===== src/rtl/controlador_turnos_pkg.sv =====
// Shared types for the two-player turn sequencer: FSM state encoding and winner codes.
package controlador_turnos_pkg;

    typedef enum logic [2:0] {
        IDLE   = 3'd0,
        CLEAR  = 3'd1,
        TURN   = 3'd2,
        CHECK  = 3'd3,
        RESULT = 3'd4,
        AUTO   = 3'd5
    } state_t;

    localparam logic [1:0] W_NONE = 2'b00;
    localparam logic [1:0] W_P1   = 2'b01;
    localparam logic [1:0] W_P2   = 2'b10;
    localparam logic [1:0] W_DRAW = 2'b11;

endpackage


===== src/rtl/controlador_turnos_retardo.sv =====
// retardo_ciclos: cycle timer; o_done rises on the CYCLES-th consecutive enabled cycle.
// The count clears whenever i_enable is low and saturates at CYCLES.
module retardo_ciclos #(
    parameter int unsigned CYCLES = 2
) (
    input  logic i_clk,
    input  logic i_rst,
    input  logic i_enable,
    output logic o_done
);

    localparam int unsigned CW = $clog2(CYCLES + 1);
    localparam logic [CW-1:0] LAST = CW'(CYCLES - 1);
    localparam logic [CW-1:0] TERM = CW'(CYCLES);

    logic [CW-1:0] r_cnt;

    always_ff @(posedge i_clk or posedge i_rst) begin
        if (i_rst) begin
            r_cnt <= '0;
        end else if (!i_enable) begin
            r_cnt <= '0;
        end else if (r_cnt != TERM) begin
            r_cnt <= r_cnt + CW'(1);
        end
    end

    assign o_done = i_enable && (r_cnt >= LAST);

endmodule


===== src/rtl/controlador_turnos.sv =====
// Two-player turn sequencer: board clear, per-turn time limit, move check, result hold.
// Optional macro CT_AUTOMOVE_EN: a timed-out turn waits in AUTO for a generated move.
module controlador_turnos
    import controlador_turnos_pkg::*;
#(
    parameter int unsigned CLK_HZ        = 25_175_000,
    parameter int unsigned TURN_SECONDS  = 10,
    parameter int unsigned RESULT_CYCLES = 50_350_000
) (
    input  logic       clk,
    input  logic       reset,
    input  logic       start,
    input  logic       move_valid,
    input  logic       win_detected,
    input  logic       draw_detected,
    output logic       board_clear,
    output logic       player,
    output logic       turn_active,
    output logic [3:0] time_left_s,
    output logic       timeout_pulse,
    output logic       show_result,
    output logic [1:0] winner,
    output logic [2:0] state_o,
    output logic       auto_move_req
);

    localparam int unsigned PW = (CLK_HZ > 1) ? $clog2(CLK_HZ) : 1;
    localparam logic [PW-1:0] PRE_LAST = PW'(CLK_HZ - 1);
    localparam logic [3:0]    TS       = 4'(TURN_SECONDS);

    state_t        r_state, w_state_n;
    logic          r_player, w_player_n;
    logic [3:0]    r_time_left, w_time_left_n;
    logic [PW-1:0] r_prescaler, w_prescaler_n;
    logic [1:0]    r_winner, w_winner_n;
    logic          r_board_clear, r_timeout_pulse, w_timeout_n;
    logic          r_show_result, r_turn_active;
    logic          w_pre_wrap, w_hold_done;

    retardo_ciclos #(.CYCLES(RESULT_CYCLES)) u_hold (
        .i_clk    (clk),
        .i_rst    (reset),
        .i_enable (r_state == RESULT),
        .o_done   (w_hold_done)
    );

    assign w_pre_wrap = (r_prescaler == PRE_LAST);

    always_comb begin
        w_state_n     = r_state;
        w_player_n    = r_player;
        w_time_left_n = r_time_left;
        w_prescaler_n = r_prescaler;
        w_winner_n    = r_winner;
        w_timeout_n   = 1'b0;
        case (r_state)
            IDLE: begin
                if (start) begin
                    w_state_n  = CLEAR;
                    w_winner_n = W_NONE;
                end
            end
            CLEAR: begin
                w_player_n    = 1'b0;
                w_time_left_n = TS;
                w_prescaler_n = '0;
                w_state_n     = TURN;
            end
            TURN: begin
                // A move landing on the expiry cycle takes precedence over the timeout.
                if (move_valid) begin
                    w_state_n     = CHECK;
                    w_prescaler_n = '0;
                end else if (w_pre_wrap) begin
                    w_prescaler_n = '0;
                    if (r_time_left <= 4'd1) begin
                        w_timeout_n = 1'b1;
`ifdef CT_AUTOMOVE_EN
                        w_state_n     = AUTO;
                        w_time_left_n = '0;
`else
                        w_player_n    = ~r_player;
                        w_time_left_n = TS;
`endif
                    end else begin
                        w_time_left_n = r_time_left - 4'd1;
                    end
                end else begin
                    w_prescaler_n = r_prescaler + PW'(1);
                end
            end
            CHECK: begin
                if (win_detected) begin
                    w_state_n  = RESULT;
                    w_winner_n = r_player ? W_P2 : W_P1;
                end else if (draw_detected) begin
                    w_state_n  = RESULT;
                    w_winner_n = W_DRAW;
                end else begin
                    w_state_n     = TURN;
                    w_player_n    = ~r_player;
                    w_time_left_n = TS;
                    w_prescaler_n = '0;
                end
            end
            RESULT: begin
                if (w_hold_done) begin
                    w_state_n = IDLE;
                end
            end
`ifdef CT_AUTOMOVE_EN
            AUTO: begin
                if (move_valid) begin
                    w_state_n = CHECK;
                end
            end
`endif
            default: w_state_n = IDLE;
        endcase
    end

    always_ff @(posedge clk or posedge reset) begin
        if (reset) begin
            r_state         <= IDLE;
            r_player        <= 1'b0;
            r_time_left     <= '0;
            r_prescaler     <= '0;
            r_winner        <= W_NONE;
            r_board_clear   <= 1'b0;
            r_timeout_pulse <= 1'b0;
            r_show_result   <= 1'b0;
            r_turn_active   <= 1'b0;
        end else begin
            r_state         <= w_state_n;
            r_player        <= w_player_n;
            r_time_left     <= w_time_left_n;
            r_prescaler     <= w_prescaler_n;
            r_winner        <= w_winner_n;
            r_board_clear   <= (w_state_n == CLEAR);
            r_timeout_pulse <= w_timeout_n;
            r_show_result   <= (w_state_n == RESULT);
            r_turn_active   <= (w_state_n == TURN) || (w_state_n == AUTO);
        end
    end

`ifdef CT_AUTOMOVE_EN
    logic r_auto_req;

    always_ff @(posedge clk or posedge reset) begin
        if (reset) begin
            r_auto_req <= 1'b0;
        end else begin
            r_auto_req <= (w_state_n == AUTO);
        end
    end

    assign auto_move_req = r_auto_req;
`else
    assign auto_move_req = 1'b0;
`endif

    assign board_clear   = r_board_clear;
    assign player        = r_player;
    assign turn_active   = r_turn_active;
    assign time_left_s   = r_time_left;
    assign timeout_pulse = r_timeout_pulse;
    assign show_result   = r_show_result;
    assign winner        = r_winner;
    assign state_o       = r_state;

endmodule


===== config.mk =====
export PLATFORM = sky130hd
export DESIGN_NAME = controlador_turnos
export DESIGN_NICKNAME = d
export VERILOG_FILES = /design/src/rtl/controlador_turnos_pkg.sv /design/src/rtl/controlador_turnos_retardo.sv /design/src/rtl/controlador_turnos.sv
export SDC_FILE = /design/constraint.sdc
export NUM_CORES = 1
export LEC_CHECK = 0
export CAP_MARGIN = 40
export CORE_UTILIZATION = 43
export DETAILED_ROUTE_END_ITERATION = 7
export HOLD_SLACK_MARGIN = 0.12
export PLACE_DENSITY = 0.57
export SLEW_MARGIN = 20
export SYNTH_ARGS = -nofsm -noshare
export SYNTH_HDL_FRONTEND = slang
export SYNTH_HIERARCHICAL = 1
export SYNTH_SLANG_ARGS = --single-unit

===== constraint.sdc =====
create_clock -name clk -period 2.6 [get_ports clk]
set_input_delay 0.52 -clock clk [delete_from_list [all_inputs] [get_ports clk]]
set_output_delay 0.52 -clock clk [all_outputs]
set_load 0.1 [all_outputs]

==> results.yml <==
yosys:
  synth_top_area_share: 0.441
  ys.flop_type: "dfrtp_1"
  synth_area_leaders: "dfrtp_1 44%, xor2_1 4.5%, nor2_1 3.9%"
  yosysWarnings: 6
  yosys.area_share.xor_xnor: 0.0713
  yosysUniqueCellTypes: 55
  synth_top_family_by_area: "simple AND/OR/NAND/NOR gates"
  yosys.area_share.simple: 0.300
  syn_area_per_cell_um2: 9.38
  synth_compound_area_frac: 0.102
  ys_seq_area_frac: 0.441
  synth_edf_count: 0
  synthArstFlopShare: 1.00
  synth_fa_ha_area_frac: 0.0170
  syn-cell-area_um2: 3690
  syn-num-nets: 404
  muxShareOfSynthArea: 0.0163
  syn_inst: 393
  ys_ff_latch: 65
  synth_top_area_cell: "dfrtp_1"
sta:
  relSlewSlack: 0.483
  clock_skew_ps: 7.65
  hold_viol_final: 0
  finalCritPeriodShare: 0.834
  tns_ps: 0
  tightest_slew_ps: 774
  whs_ps: 548
  period_minus_slack_ps: 2170
  rsz0062_at_grt: "false"
  final-setup-viol-count: 0
  fmax_mhz: 461
  maxSlewViolCount: 0
grt:
  grt_start_max_net_pins: 40
  grt_pass1_vias: 2838
  antenna_found_initial: 0
  grt.total_usage: 0.201
  grt_overflow: 0
  grt_pass1_wl_um: 13900
detailed_routing:
  wire_per_inst_um: 15.5
  dr.pass1.iters: 4
  routed_wl_um: 8130
  vias_per_cell: 5.72
  drt_iter0_drc: 143
  vias: 3007
  antenna_left: 0
  drc: 0
placement:
  io_buffers: 19
  gp_congestion: 0.796
  hpwlAfterDp_um: 5560
  place_area_um2: 3930
cts:
  cts.sinks: 65
  clk_latency_ps: 340
  cts-root-buf: "clkbuf_8"
  cts_tree: "yes"
  cts_hold_buf: 0
  clk_pin_slew_ps: 60
  cts_resized: 0
  cts_inserted_buffers: 9
  clock_path_buffers: 2
  cts_setup_buffers: 0
  htreeDepth: 3
power:
  ir_worst_vdd_mv: 0.483
  finalPower_mw: 3.87
  p_per_area_nw_per_um2: 934
  p_leak_nw: 1.68
min_path:
  min_path_type: "flop to flop"
  hp-start: "r_prescaler[0]$_DFFE_PP0P_"
cells_and_area:
  syn_to_final_growth_pct: 12.4
  antenna_cells: 0
  fin_area_um2: 4140
  layout_common_cells: "65 x dfrtp_1, 38 x nor2_1, 31 x nand2_1"
  final_nets: 427
  drive_above_1_share: 0.145
  final_common_cell: "dfrtp_1"
run_status:
  status: "finished clean"
floorplan:
  chipHeight_um: 94.6
  ios: 21
  initial_utilization: 0.447
  rows: 33
  die-area_um2: 8950
  coreArea_um2: 8260
  die_w_um: 94.6
worst_setup_path:
  startpoint_type: "flop"
  cp_data_required_time_ps: 2820
  cp_data_arrival_time_ps: 2390
  r2r_start: "r_prescaler[0]$_DFFE_PP0P_"
  crit_type: "flop to flop"
  crit_path_end_kind: "flop"
  cp-startpoint: "r_prescaler[0]$_DFFE_PP0P_"
  crit_fanout: 12
run:
  drv_cap: 0
[state kept, by name, summed over array words and instances (netlist names)]
signal / flops
winner: 2
state_o: 3
time_left_s: 4
r_prescaler: 25
board_clear: 1
turn_active: 1
show_result: 1
player: 1
u_hold/r_cnt: 26
timeout_pulse: 1
[Yosys cell counts (4+ instances only)]
master and instances:
nor2_1 38, nor2_2 10, o22ai_1 5, o31ai_1 8
nand4_1 22, nor3_1 11, clkbuf_1 6, xnor2_1 11
and3_1 6, buf_2 5, nand3_1 21, nor4_1 11
dfrtp_1 65, inv_1 19, nand2_1 31, or3_1 6
o21ai_0 12, xor2_1 19, a21oi_1 13, ha_1 5
a22o_1 4, mux2i_1 6, and2_1 4, or4_1 6
[kinds of logic (layout without fill, tap and decap cells)]
kind of cell               after synthesis  after routing
and+or+nand+nor                        195            195
adders and majority gates                5              5
DFF                                     65             65
xor gates and xnor gates                30             30
buffers and inverters                   36             64
muxes                                    6              6
AOI/OAI and AO/OA                       55             55
other                                    1              1
[metrics by stage]
stage,utilization,cells,setup slack (ps)
after floorplan,-,393,245
after global placement,0.475,509,193
after detailed placement,0.475,509,158
after CTS,0.500,525,125
after global routing,0.502,526,238
final,0.502,526,431
[cell type report]
cell class	count	area, um2
Timing Repair Buffer	29	238
Multi-Input combinational cell	292	1870
Clock buffer	13	139
Sequential cell	65	1630
Clock inverter	3	65.1
Tap cell	105	131
Fill cell	810	4110
Inverter	19	71.3
[worst paths after layout]
path	to	slack (ps)	cells past startpoint
worst max-delay path	r_prescaler[20]$_DFFE_PP0P_	430	7
worst min register to register	r_prescaler[0]$_DFFE_PP0P_	550	1
max in group asynchronous	r_prescaler[21]$_DFFE_PP0P_	1610	3
worst min-delay path	r_prescaler[0]$_DFFE_PP0P_	550	1
min in group asynchronous	u_hold/r_cnt[19]$_DFFE_PP0P_	560	3
worst max register to register	r_prescaler[20]$_DFFE_PP0P_	430	7
[critical path, cell delays in order, from the launching register on]
cell and delay, ps:
dfrtp_1 390, ha_1 240, and4_1 260, nand4_2 220
o21ai_4 310, and2_1 350, buf_8 210, nor2_1 60
[report_power, final]
group / switching, mW / internal, mW / leakage (nW)
sequential: 0.133 / 1.12 / 0.885
clock: 0.379 / 0.541 / 0.102
combinational: 1.28 / 0.415 / 0.698
[metal layers]
metal	share of wire	vias up	track usage
met1	0.49	1469	0.288
met4	0.015	0	0.0783
met3	0.056	10	0.0322
met2	0.44	69	0.301
li1	-	1459	-
met5	0	-	0
(Power assumes the default switching activity.)
